## src/rtl/risc8_com_uart.sv

```systemverilog
// risc8_com_uart
// Byte-wide UART on the RISC8 COM bus. DATA (at BASE) reads the receive
// holding register and writes into the TX FIFO. STATUS (at BASE+1) reads
// {2'b0, frame_err, tx_busy, rx_overrun, rx_valid, tx_empty, tx_full}.
// Writing STATUS bit 3 clears rx_overrun, and writing bit 5 clears frame_err.
//
// Ports:
//   clk        system clock (single domain)
//   rst        asynchronous, active-low reset
//   com_addr   COM register address
//   com_wr     COM write data
//   com_wr_en  write strobe
//   com_rd_en  read strobe (side effects only)
//   com_rd     combinational read data
//   uart_tx    serial output, idle high
//   uart_rx    serial input, asynchronous to clk
//   irq        equals rx_valid
module risc8_com_uart #(
    parameter logic [7:0] BASE       = 8'hF0,
    parameter int         CLK_DIV    = 16,
    parameter int         FIFO_DEPTH = 4
) (
    input  logic       clk,
    input  logic       rst,
    input  logic [7:0] com_addr,
    input  logic [7:0] com_wr,
    input  logic       com_wr_en,
    input  logic       com_rd_en,
    output logic [7:0] com_rd,
    output logic       uart_tx,
    input  logic       uart_rx,
    output logic       irq
);

    localparam int             CW        = $clog2(CLK_DIV);
    localparam int             AW        = $clog2(FIFO_DEPTH);
    localparam logic [CW-1:0]  DIV_LAST  = CW'(CLK_DIV - 1);
    localparam logic [CW-1:0]  HALF_LAST = CW'(CLK_DIV / 2 - 1);
    localparam logic [7:0]     STAT_ADDR = BASE + 8'd1;

    // ------------------------------------------------------------------
    // Register decode
    // ------------------------------------------------------------------
    logic data_sel, stat_sel;
    logic push, rd_clear, ovr_clr, fe_clr;
    logic tx_full, tx_empty, tx_busy;
    logic rx_valid, rx_overrun, frame_err;
    logic [7:0] rx_data;
    logic tx_pop;

    assign data_sel = (com_addr == BASE);
    assign stat_sel = (com_addr == STAT_ADDR);
    // A push against a full FIFO is dropped even if a pop frees a slot this cycle.
    assign push     = com_wr_en && data_sel && !tx_full;
    assign rd_clear = com_rd_en && data_sel;
    assign ovr_clr  = com_wr_en && stat_sel && com_wr[3];
    assign fe_clr   = com_wr_en && stat_sel && com_wr[5];

    always_comb begin
        com_rd = 8'h00;
        if (data_sel)
            com_rd = rx_data;
        else if (stat_sel)
            com_rd = {2'b00, frame_err, tx_busy, rx_overrun, rx_valid, tx_empty, tx_full};
    end

    assign irq = rx_valid;

    // ------------------------------------------------------------------
    // TX FIFO: pointers carry one extra wrap bit to tell full from empty
    // ------------------------------------------------------------------
    logic [7:0]  fifo_mem [FIFO_DEPTH];
    logic [AW:0] wptr, rptr;
    logic [7:0]  fifo_head;

    assign tx_empty  = (wptr == rptr);
    assign tx_full   = (wptr[AW] != rptr[AW]) && (wptr[AW-1:0] == rptr[AW-1:0]);
    assign fifo_head = fifo_mem[rptr[AW-1:0]];

    always_ff @(posedge clk or negedge rst) begin
        if (!rst) begin
            wptr <= '0;
            rptr <= '0;
        end else begin
            if (push)
                wptr <= wptr + 1'b1;
            if (tx_pop)
                rptr <= rptr + 1'b1;
        end
    end

    always_ff @(posedge clk) begin
        if (push)
            fifo_mem[wptr[AW-1:0]] <= com_wr;
    end

    // ------------------------------------------------------------------
    // TX FSM
    // ------------------------------------------------------------------
    typedef enum logic [1:0] {TIDLE, TSTART, TDATA, TSTOP} tx_state_t;
    tx_state_t     tx_state, tx_next;
    logic [CW-1:0] tx_cnt;
    logic [2:0]    tx_bit;
    logic [7:0]    tx_shift;
    logic          tx_tick;

    assign tx_tick = (tx_cnt == DIV_LAST);
    assign tx_busy = (tx_state != TIDLE);

    always_ff @(posedge clk or negedge rst) begin
        if (!rst) begin
            tx_state <= TIDLE;
            tx_cnt   <= '0;
            tx_bit   <= '0;
        end else begin
            tx_state <= tx_next;
            tx_cnt   <= (tx_state == TIDLE || tx_tick) ? '0 : tx_cnt + 1'b1;
            if (tx_state != TDATA)
                tx_bit <= '0;
            else if (tx_tick)
                tx_bit <= tx_bit + 3'd1;
        end
    end

    always_ff @(posedge clk) begin
        if (tx_pop)
            tx_shift <= fifo_head;
        else if (tx_state == TDATA && tx_tick)
            tx_shift <= {1'b0, tx_shift[7:1]};
    end

    always_comb begin
        tx_next = tx_state;
        tx_pop  = 1'b0;
        uart_tx = 1'b1;
        case (tx_state)
            TIDLE: begin
                if (!tx_empty) begin
                    tx_pop  = 1'b1;
                    tx_next = TSTART;
                end
            end
            TSTART: begin
                uart_tx = 1'b0;
                if (tx_tick)
                    tx_next = TDATA;
            end
            TDATA: begin
                uart_tx = tx_shift[0];
                if (tx_tick && tx_bit == 3'd7)
                    tx_next = TSTOP;
            end
            TSTOP: begin
                // Chain straight into the next start bit when more data waits.
                if (tx_tick) begin
                    if (!tx_empty) begin
                        tx_pop  = 1'b1;
                        tx_next = TSTART;
                    end else begin
                        tx_next = TIDLE;
                    end
                end
            end
            default: tx_next = TIDLE;
        endcase
    end

    // ------------------------------------------------------------------
    // RX synchroniser and falling-edge detector
    // ------------------------------------------------------------------
    logic rx_meta, rx_line, rx_prev, rx_fall;

    always_ff @(posedge clk or negedge rst) begin
        if (!rst) begin
            rx_meta <= 1'b1;
            rx_line <= 1'b1;
            rx_prev <= 1'b1;
        end else begin
            rx_meta <= uart_rx;
            rx_line <= rx_meta;
            rx_prev <= rx_line;
        end
    end

    assign rx_fall = rx_prev && !rx_line;

    // ------------------------------------------------------------------
    // RX FSM
    // ------------------------------------------------------------------
    typedef enum logic [1:0] {RIDLE, RSTART, RDATA, RSTOP} rx_state_t;
    rx_state_t     rx_state, rx_next;
    logic [CW-1:0] rx_cnt;
    logic [2:0]    rx_bit;
    logic [7:0]    rx_shift;
    logic          rx_cnt_clr, rx_sample, stop_ok, stop_bad;
    logic          rx_load, ovr_set;

    always_comb begin
        rx_next    = rx_state;
        rx_cnt_clr = 1'b0;
        rx_sample  = 1'b0;
        stop_ok    = 1'b0;
        stop_bad   = 1'b0;
        case (rx_state)
            RIDLE: begin
                rx_cnt_clr = 1'b1;
                if (rx_fall)
                    rx_next = RSTART;
            end
            RSTART: begin
                // Mid start bit: a line already back high was only a glitch.
                if (rx_cnt == HALF_LAST) begin
                    rx_cnt_clr = 1'b1;
                    rx_next    = rx_line ? RIDLE : RDATA;
                end
            end
            RDATA: begin
                if (rx_cnt == DIV_LAST) begin
                    rx_cnt_clr = 1'b1;
                    rx_sample  = 1'b1;
                    if (rx_bit == 3'd7)
                        rx_next = RSTOP;
                end
            end
            RSTOP: begin
                // Leave at the stop-bit midpoint so the next start edge is seen.
                if (rx_cnt == DIV_LAST) begin
                    rx_cnt_clr = 1'b1;
                    rx_next    = RIDLE;
                    stop_ok    = rx_line;
                    stop_bad   = !rx_line;
                end
            end
            default: rx_next = RIDLE;
        endcase
    end

    // A read-clear landing with a new byte lets the byte in without overrun.
    assign rx_load = stop_ok && (!rx_valid || rd_clear);
    assign ovr_set = stop_ok && rx_valid && !rd_clear;

    always_ff @(posedge clk or negedge rst) begin
        if (!rst) begin
            rx_state   <= RIDLE;
            rx_cnt     <= '0;
            rx_bit     <= '0;
            rx_valid   <= 1'b0;
            rx_overrun <= 1'b0;
            frame_err  <= 1'b0;
        end else begin
            rx_state <= rx_next;
            rx_cnt   <= rx_cnt_clr ? '0 : rx_cnt + 1'b1;
            if (rx_state != RDATA)
                rx_bit <= '0;
            else if (rx_sample)
                rx_bit <= rx_bit + 3'd1;

            if (rx_load)
                rx_valid <= 1'b1;
            else if (rd_clear)
                rx_valid <= 1'b0;

            // Set has priority over a same-cycle clear.
            if (ovr_set)
                rx_overrun <= 1'b1;
            else if (ovr_clr)
                rx_overrun <= 1'b0;

            if (stop_bad)
                frame_err <= 1'b1;
            else if (fe_clr)
                frame_err <= 1'b0;
        end
    end

    always_ff @(posedge clk) begin
        if (rx_sample)
            rx_shift <= {rx_line, rx_shift[7:1]};
        if (rx_load)
            rx_data <= rx_shift;
    end

endmodule

```

## config.mk

```make
export PLATFORM = sky130hd
export DESIGN_NAME = risc8_com_uart
export DESIGN_NICKNAME = d
export VERILOG_FILES = /design/src/rtl/risc8_com_uart.sv
export SDC_FILE = /design/constraint.sdc
export NUM_CORES = 1
export LEC_CHECK = 0
export CAP_MARGIN = 20
export CELL_PAD_IN_SITES_DETAIL_PLACEMENT = 0
export CELL_PAD_IN_SITES_GLOBAL_PLACEMENT = 2
export CORE_UTILIZATION = 30
export CTS_CLUSTER_SIZE = 28
export DETAILED_ROUTE_END_ITERATION = 8
export PLACE_DENSITY_LB_ADDON = 0.05
export SLEW_MARGIN = 20
export SYNTH_ARGS = -nofsm -noshare
export SYNTH_HDL_FRONTEND = slang
export SYNTH_SLANG_ARGS = --single-unit
```

## constraint.sdc

```tcl
create_clock -name clk -period 1.9 [get_ports clk]
set_input_delay 0.38 -clock clk [delete_from_list [all_inputs] [get_ports clk]]
set_output_delay 0.38 -clock clk [all_outputs]
set_load 0.1 [all_outputs]
```

======== After elaboration in Yosys (flattened, before gate mapping) ========
Memories as Yosys holds them, arrays and structs flattened.
Index checks and enable logic that the tools add are counted.
operators by class
  add/sub/neg operators ................... 6
  multipliers ............................. 0
  divide/modulo/power cells ............... 0
  magnitude comparators ................... 0
  equal/unequal tests ..................... 27
  shift-type cells ........................ 0
  multiplexer cells ....................... 43
  bitwise operators ....................... 0
  reduce and logical (&&, ||, !) cells .... 31
operator list
  operator                                              count
  two-way mux 8 bit                                     3
  two-way mux 2 bit                                     10
  inequality test 2 bit (second input constant)         10
  two-way mux 1 bit                                     18
  equality test 8 bit (second input constant)           2
  one-hot mux 2 bit (4 select lines)                    2
  nonzero test 2 bit                                    7
  logical AND 1 bit                                     13
  adder 3 x 1 -> 3 bit (second input constant)          4
  two-way mux 3 bit                                     4
  adder 4 x 1 -> 4 bit (second input constant)          2
  equality test 2 bit (second input constant)           4
  equality test 4 bit (second input constant)           2
  two-way mux 4 bit                                     2
  equality test 3 bit (second input constant)           2
  two-way mux 6 bit                                     1
  AND reduction 5 bit                                   1
  equality test 2 x 1 -> 1 bit (second input constant)  2
  equality test 4 x 3 -> 1 bit (second input constant)  1
  zero test 1 bit                                       4
  zero test 2 bit                                       2
  one-hot mux 1 bit (2 select lines)                    2
  AND reduction 4 bit                                   1
  equality test 3 bit                                   1
  6 further kinds                                       7
storage, ports and cells
  register bits after elaboration ......... 54
  bits in latches ......................... 0
  RAM bits ................................ 32
  memory bits (read-only) ................. 0
  output and inout bits ................... 10
  memories ................................ 1
memory list
  memory    words  width  rd ports  clocked after memory_dff  write ports  line  RTL
  fifo_mem  4      8      1         0                         1            72    logic [7:0] fifo_mem [FIFO_DEPTH];

======== Depth between registers and ports, before layout ========
  depth after elaboration ................. 6
  depth in mapped cells ................... 8

======== Worst setup path before layout ========
No wires, ideal clock.
  path type ............................... input-to-output
  from .................................... input port com_addr[1]
  to ...................................... output port com_rd[4]
  arrival ................................. 3.404 ns
  data required time ...................... 1.520 ns
  setup slack ............................. -1.884 ns
  stages on the path ...................... 4
  path buffers ............................ 1
  path through ............................ or3_1 > or2_1 > clkbuf_1 > a211oi_1
on the way
  word-level cells in the longest chain between the ends .. 3
RTL lines
  what                 line  RTL
  from (decl)          25    input logic [7:0] com_addr,
  equality test 8 bit  52    assign stat_sel = (com_addr == STAT_ADDR);
  two-way mux 6 bit    63    else if (stat_sel)
  two-way mux 8 bit *  61    if (data_sel)
  to (decl)            29    output logic [7:0] com_rd,
Every way passes the cells marked *; elsewhere a longest branch is shown, timed or not.

======== Final worst setup path ========
  from .................................... register wptr[0]
  to ...................................... output port com_rd[1]
on the way
  word-level cells in the longest chain between the ends .. 3
RTL lines
  what                    line  RTL
  from (decl)             73    logic [AW:0] wptr, rptr;
  from (signal assigned)  86    wptr <= wptr + 1'b1;
  equality test 3 bit     76    assign tx_empty = (wptr == rptr);
  two-way mux 6 bit       63
  two-way mux 8 bit       61
Every way passes these cells.

==> flow_metrics.env <==
export IMPL_fp_dieW_um=113.7
export IMPL_final_hold_violation_count=0
export IMPL_detail_route_wl_per_cell_um=14.47
export IMPL_grt_pass1_wl_um=12000
export IMPL_final_worst_clock_skew_ps=4.346
export IMPL_final_worst_path_cycle_share_pct=105.3
export IMPL_port_buffer_count=30
export IMPL_clock_latency_on_the_worst_skew_pair_ps=340
export IMPL_cts_buffers=9
export IMPL_area_sequential_um2=2436
export IMPL_critical_path_startpoint_type="flip-flop"
export IMPL_dr_pass1_iters=4
export IMPL_grt_pass1_vias=2323
export IMPL_design_core_area_um2=12060
export IMPL_worst_endpoint_arrival_ps=1620
export IMPL_place_detailed_hpwl_um=5063
export IMPL_finalWorstPathRequiredPeriod_ps=2001
export IMPL_post_synth_fa_ha_maj_area_fraction_pct=5.353
export IMPL_synth_edf_count=56
export IMPL_synth_ff_latch_count=86
export IMPL_ctsHoldBuffers=0
export IMPL_tightestPinTransition_ps=425.0
export IMPL_placementRows=40
export IMPL_synthesized_netlist_cell_count=239
export IMPL_synthDominantAreaCellType="sky130_fd_sc_hd__edfxtp_1"
export IMPL_postLayoutCoreUtil_pct=44.60
export IMPL_netlist_cell_type_count=44
export IMPL_layout_setup_ws_ps=-101.3
export IMPL_number_of_antenna_violations_at_the_first_check_in_global_routing=0
export IMPL_total_power_mw=4.201
export IMPL_tritoncts="done"
export IMPL_grt_util_all_layers_pct=12.80
export IMPL_cts_reportedPaths_clkPinSlew_ps=60
export IMPL_max_clock_freq_ghz=0.4997
export IMPL_async_reset_ff_share_pct=34.88
export IMPL_flow_area_growth_from_synthesis_pct=43.83
export IMPL_fraction_of_final_layout_cells_sized_beyond_drive_strength_1_pct=41.07
export IMPL_finalSetupViolCount=21
export IMPL_ios=31
export IMPL_drc_errors=0
export IMPL_fraction_of_synthesized_area_in_multiplexers_pct=11.44
export IMPL_avgSynthCellArea_um2=15.65
export IMPL_chipHeight_um=113.7
export IMPL_cts_root_to_sink_buffers=2
export IMPL_overall_die_area_um2=12920
export IMPL_dominantRegCellSynth="sky130_fd_sc_hd__edfxtp_1"
export IMPL_cts_htree_levels=3
export IMPL_timing_max_transition_violations_final=0
export IMPL_route_detailed_vias_per_inst=4.300
export IMPL_worstPathMaxFanout=4
export IMPL_setup_worst_path_end_class="output port"
export IMPL_hold_class="flip-flop to flip-flop"
export IMPL_root_buffer_cell="sky130_fd_sc_hd__clkbuf_16"
export IMPL_synthesis_nets=276
export IMPL_drt_total_wl_um=7292
export IMPL_yosys_area_top_type_share_pct=44.96
export IMPL_violations_in_the_final_reports="setup timing"
export IMPL_grt_overflow_total=0
export IMPL_worst_slew_margin_rel_pct=71.66
export IMPL_post_synth_main_area_contributors="sky130_fd_sc_hd__edfxtp_1 45%, sky130_fd_sc_hd__dfrtp_1 18%, sky130_fd_sc_hd__mux4_1 5.6%"
export IMPL_synth_xor_area_share_pct=3.446
export IMPL_route_vias_total=2167
export IMPL_synth_cells_most_frequent="56 x sky130_fd_sc_hd__edfxtp_1, 27 x sky130_fd_sc_hd__dfrtp_1, 19 x sky130_fd_sc_hd__nor2_1"
export IMPL_fillCellCount=1114
export IMPL_worst_endpoint_required_ps=1520
export IMPL_clkSinkCount=86
export IMPL_synth_seq_area_share_pct=65.14
export IMPL_ys_warnings_count=0
export IMPL_grt_setup_unrepaired="true"
export IMPL_netlist_area_um2=3740
export IMPL_power_density_nw_per_um2=781.0
export IMPL_floorplan_initialDensity_pct=31.01
export IMPL_multiInputGateArea_um2=1450
export IMPL_simple_gate_area_share_of_the_yosys_netlist_pct=8.063
export IMPL_outcome="complete, but fails checks"
export IMPL_power_static_leakage_nw=2.131
export IMPL_max_cap_violations=0
export IMPL_place_congestion=0.6827
export IMPL_drtIter0Drc=81
export IMPL_num_nets_final=368
export IMPL_criticalPathCategory="flip-flop to output port"
export IMPL_synth_top_family_by_area="multiplexers"
export IMPL_synth_most_common_cell="sky130_fd_sc_hd__edfxtp_1"
export IMPL_ant_nets=0
export IMPL_peakVddDrop_mv=0.5409
export IMPL_antenna_cells_inserted=0
export IMPL_grt_max_degree=31
export IMPL_synth_compound_area_share_pct=4.483
per-layer routing:
metal / vias up / routed length, um / part of all wire, % / global-route usage, %
met4: 0 / 142 / 1.9 / 6.316
met2: 18 / 3763 / 52 / 21.38
met1: 1063 / 3196 / 44 / 15.09
met3: 9 / 189 / 2.6 / 3.719
met5: - / 0 / 0 / 0
li1: 1077 / - / - / -
cell type report:
type,count,share of cell area (%)
sequential,86,45.29
clock buffer,10,4.257
multi-input combinational,139,26.96
inverter,6,0.4187
tap,168,3.908
clock inverter,6,2.047
timing repair buffer,89,17.12
stage by stage:
| stage | TNS (ps) | worst slack (ps) | cells | area, um2 | hold WS, ps |
|---|---|---|---|---|---|
| after detailed placement | -17930 | -487.6 | 467 | 4681 | 349.3 |
| after global routing | -3120 | -190.7 | 504 | 5379 | 359.1 |
| final | -1469 | -101.3 | 504 | 5379 | 357.4 |
| after global placement | -17970 | -496.2 | 467 | 4681 | 346.8 |
| after floorplan | -2274 | -433.0 | 239 | 3816 | 84.41 |
| after CTS | -893.6 | -149.1 | 497 | 5305 | 358.2 |
critical path, cell delays in order (launching register included):
cell                      delay [ps]
sky130_fd_sc_hd__dfrtp_1         410
sky130_fd_sc_hd__xnor2_2         270
sky130_fd_sc_hd__and3_4          260
sky130_fd_sc_hd__mux2i_4          70
sky130_fd_sc_hd__nor2_4          100
sky130_fd_sc_hd__buf_12          180
report_power, final:
part           total, mW  leakage, nW  internal [mW]  switching [mW]
Sequential          2.02        0.881           2.01          0.0173
Clock               1.97        0.160           1.28           0.691
Combinational      0.204         1.09          0.106          0.0982
Total               4.20         2.13           3.39           0.806
state kept, by name, indices dropped and copies added, names as in the netlist, named ones only:
register,flops
wptr,3
rx_cnt,4
tx_state,2
rx_meta,1
rx_prev,1
rx_shift,8
irq,1
rx_data,8
rx_line,1
rx_state,1
frame_err,1
fifo_mem,32
rptr,3
tx_shift,8
rx_bit,3
tx_cnt,4
tx_bit,3
rx_overrun,1
logic make-up after synthesis:
group | after synthesis
DFF | 86
xor gates and xnor gates | 13
muxes | 26
and+or+nand+nor | 60
buffers and inverters | 14
adders and majority gates | 16
AOI/OAI and AO/OA | 24
worst paths after layout:
path	start	end	slack [ps]	cells past startpoint
setup / recovery	wptr[0]$_DFFE_PN0P_	com_rd[1]	-100	5
hold / removal	rx_meta$_DFF_PN1_	rx_line$_DFF_PN1_	360	0
setup reg to reg	rptr[1]$_DFFE_PN0P_	tx_shift[5]$_DFFE_PP_	-90	7
hold reg to reg	rx_meta$_DFF_PN1_	rx_line$_DFF_PN1_	360	0
max in group asynchronous	rst	rx_prev$_DFF_PN1_	1110	2
min in group asynchronous	rst	tx_bit[1]$_DFFE_PN0P_	450	2
placed cells by master, fill, tap and decap left out, drive strengths merged, types with 4 or more instances in the layout:
cell,Yosys,final
a21oi,4,4
clkbuf,3,13
dfrtp,27,27
ha,16,16
and2,7,7
nand4,4,4
nor2,19,19
mux4,8,8
edfxtp,56,56
nand2,8,8
o21ai,6,6
nand3,9,9
inv,6,6
xnor2,10,10
mux2i,6,6
mux2,12,12
clkdlybuf4s50,0,12
buf,5,72
what timing repair did:
action                     in CTS  in global routing
setup buffers                  14                  8
gates cloned                    0                  0
setup endpoints to repair      10                 26
pin swaps                      19                 11
resized for setup              56                 13
(Power assumes the default switching activity.)
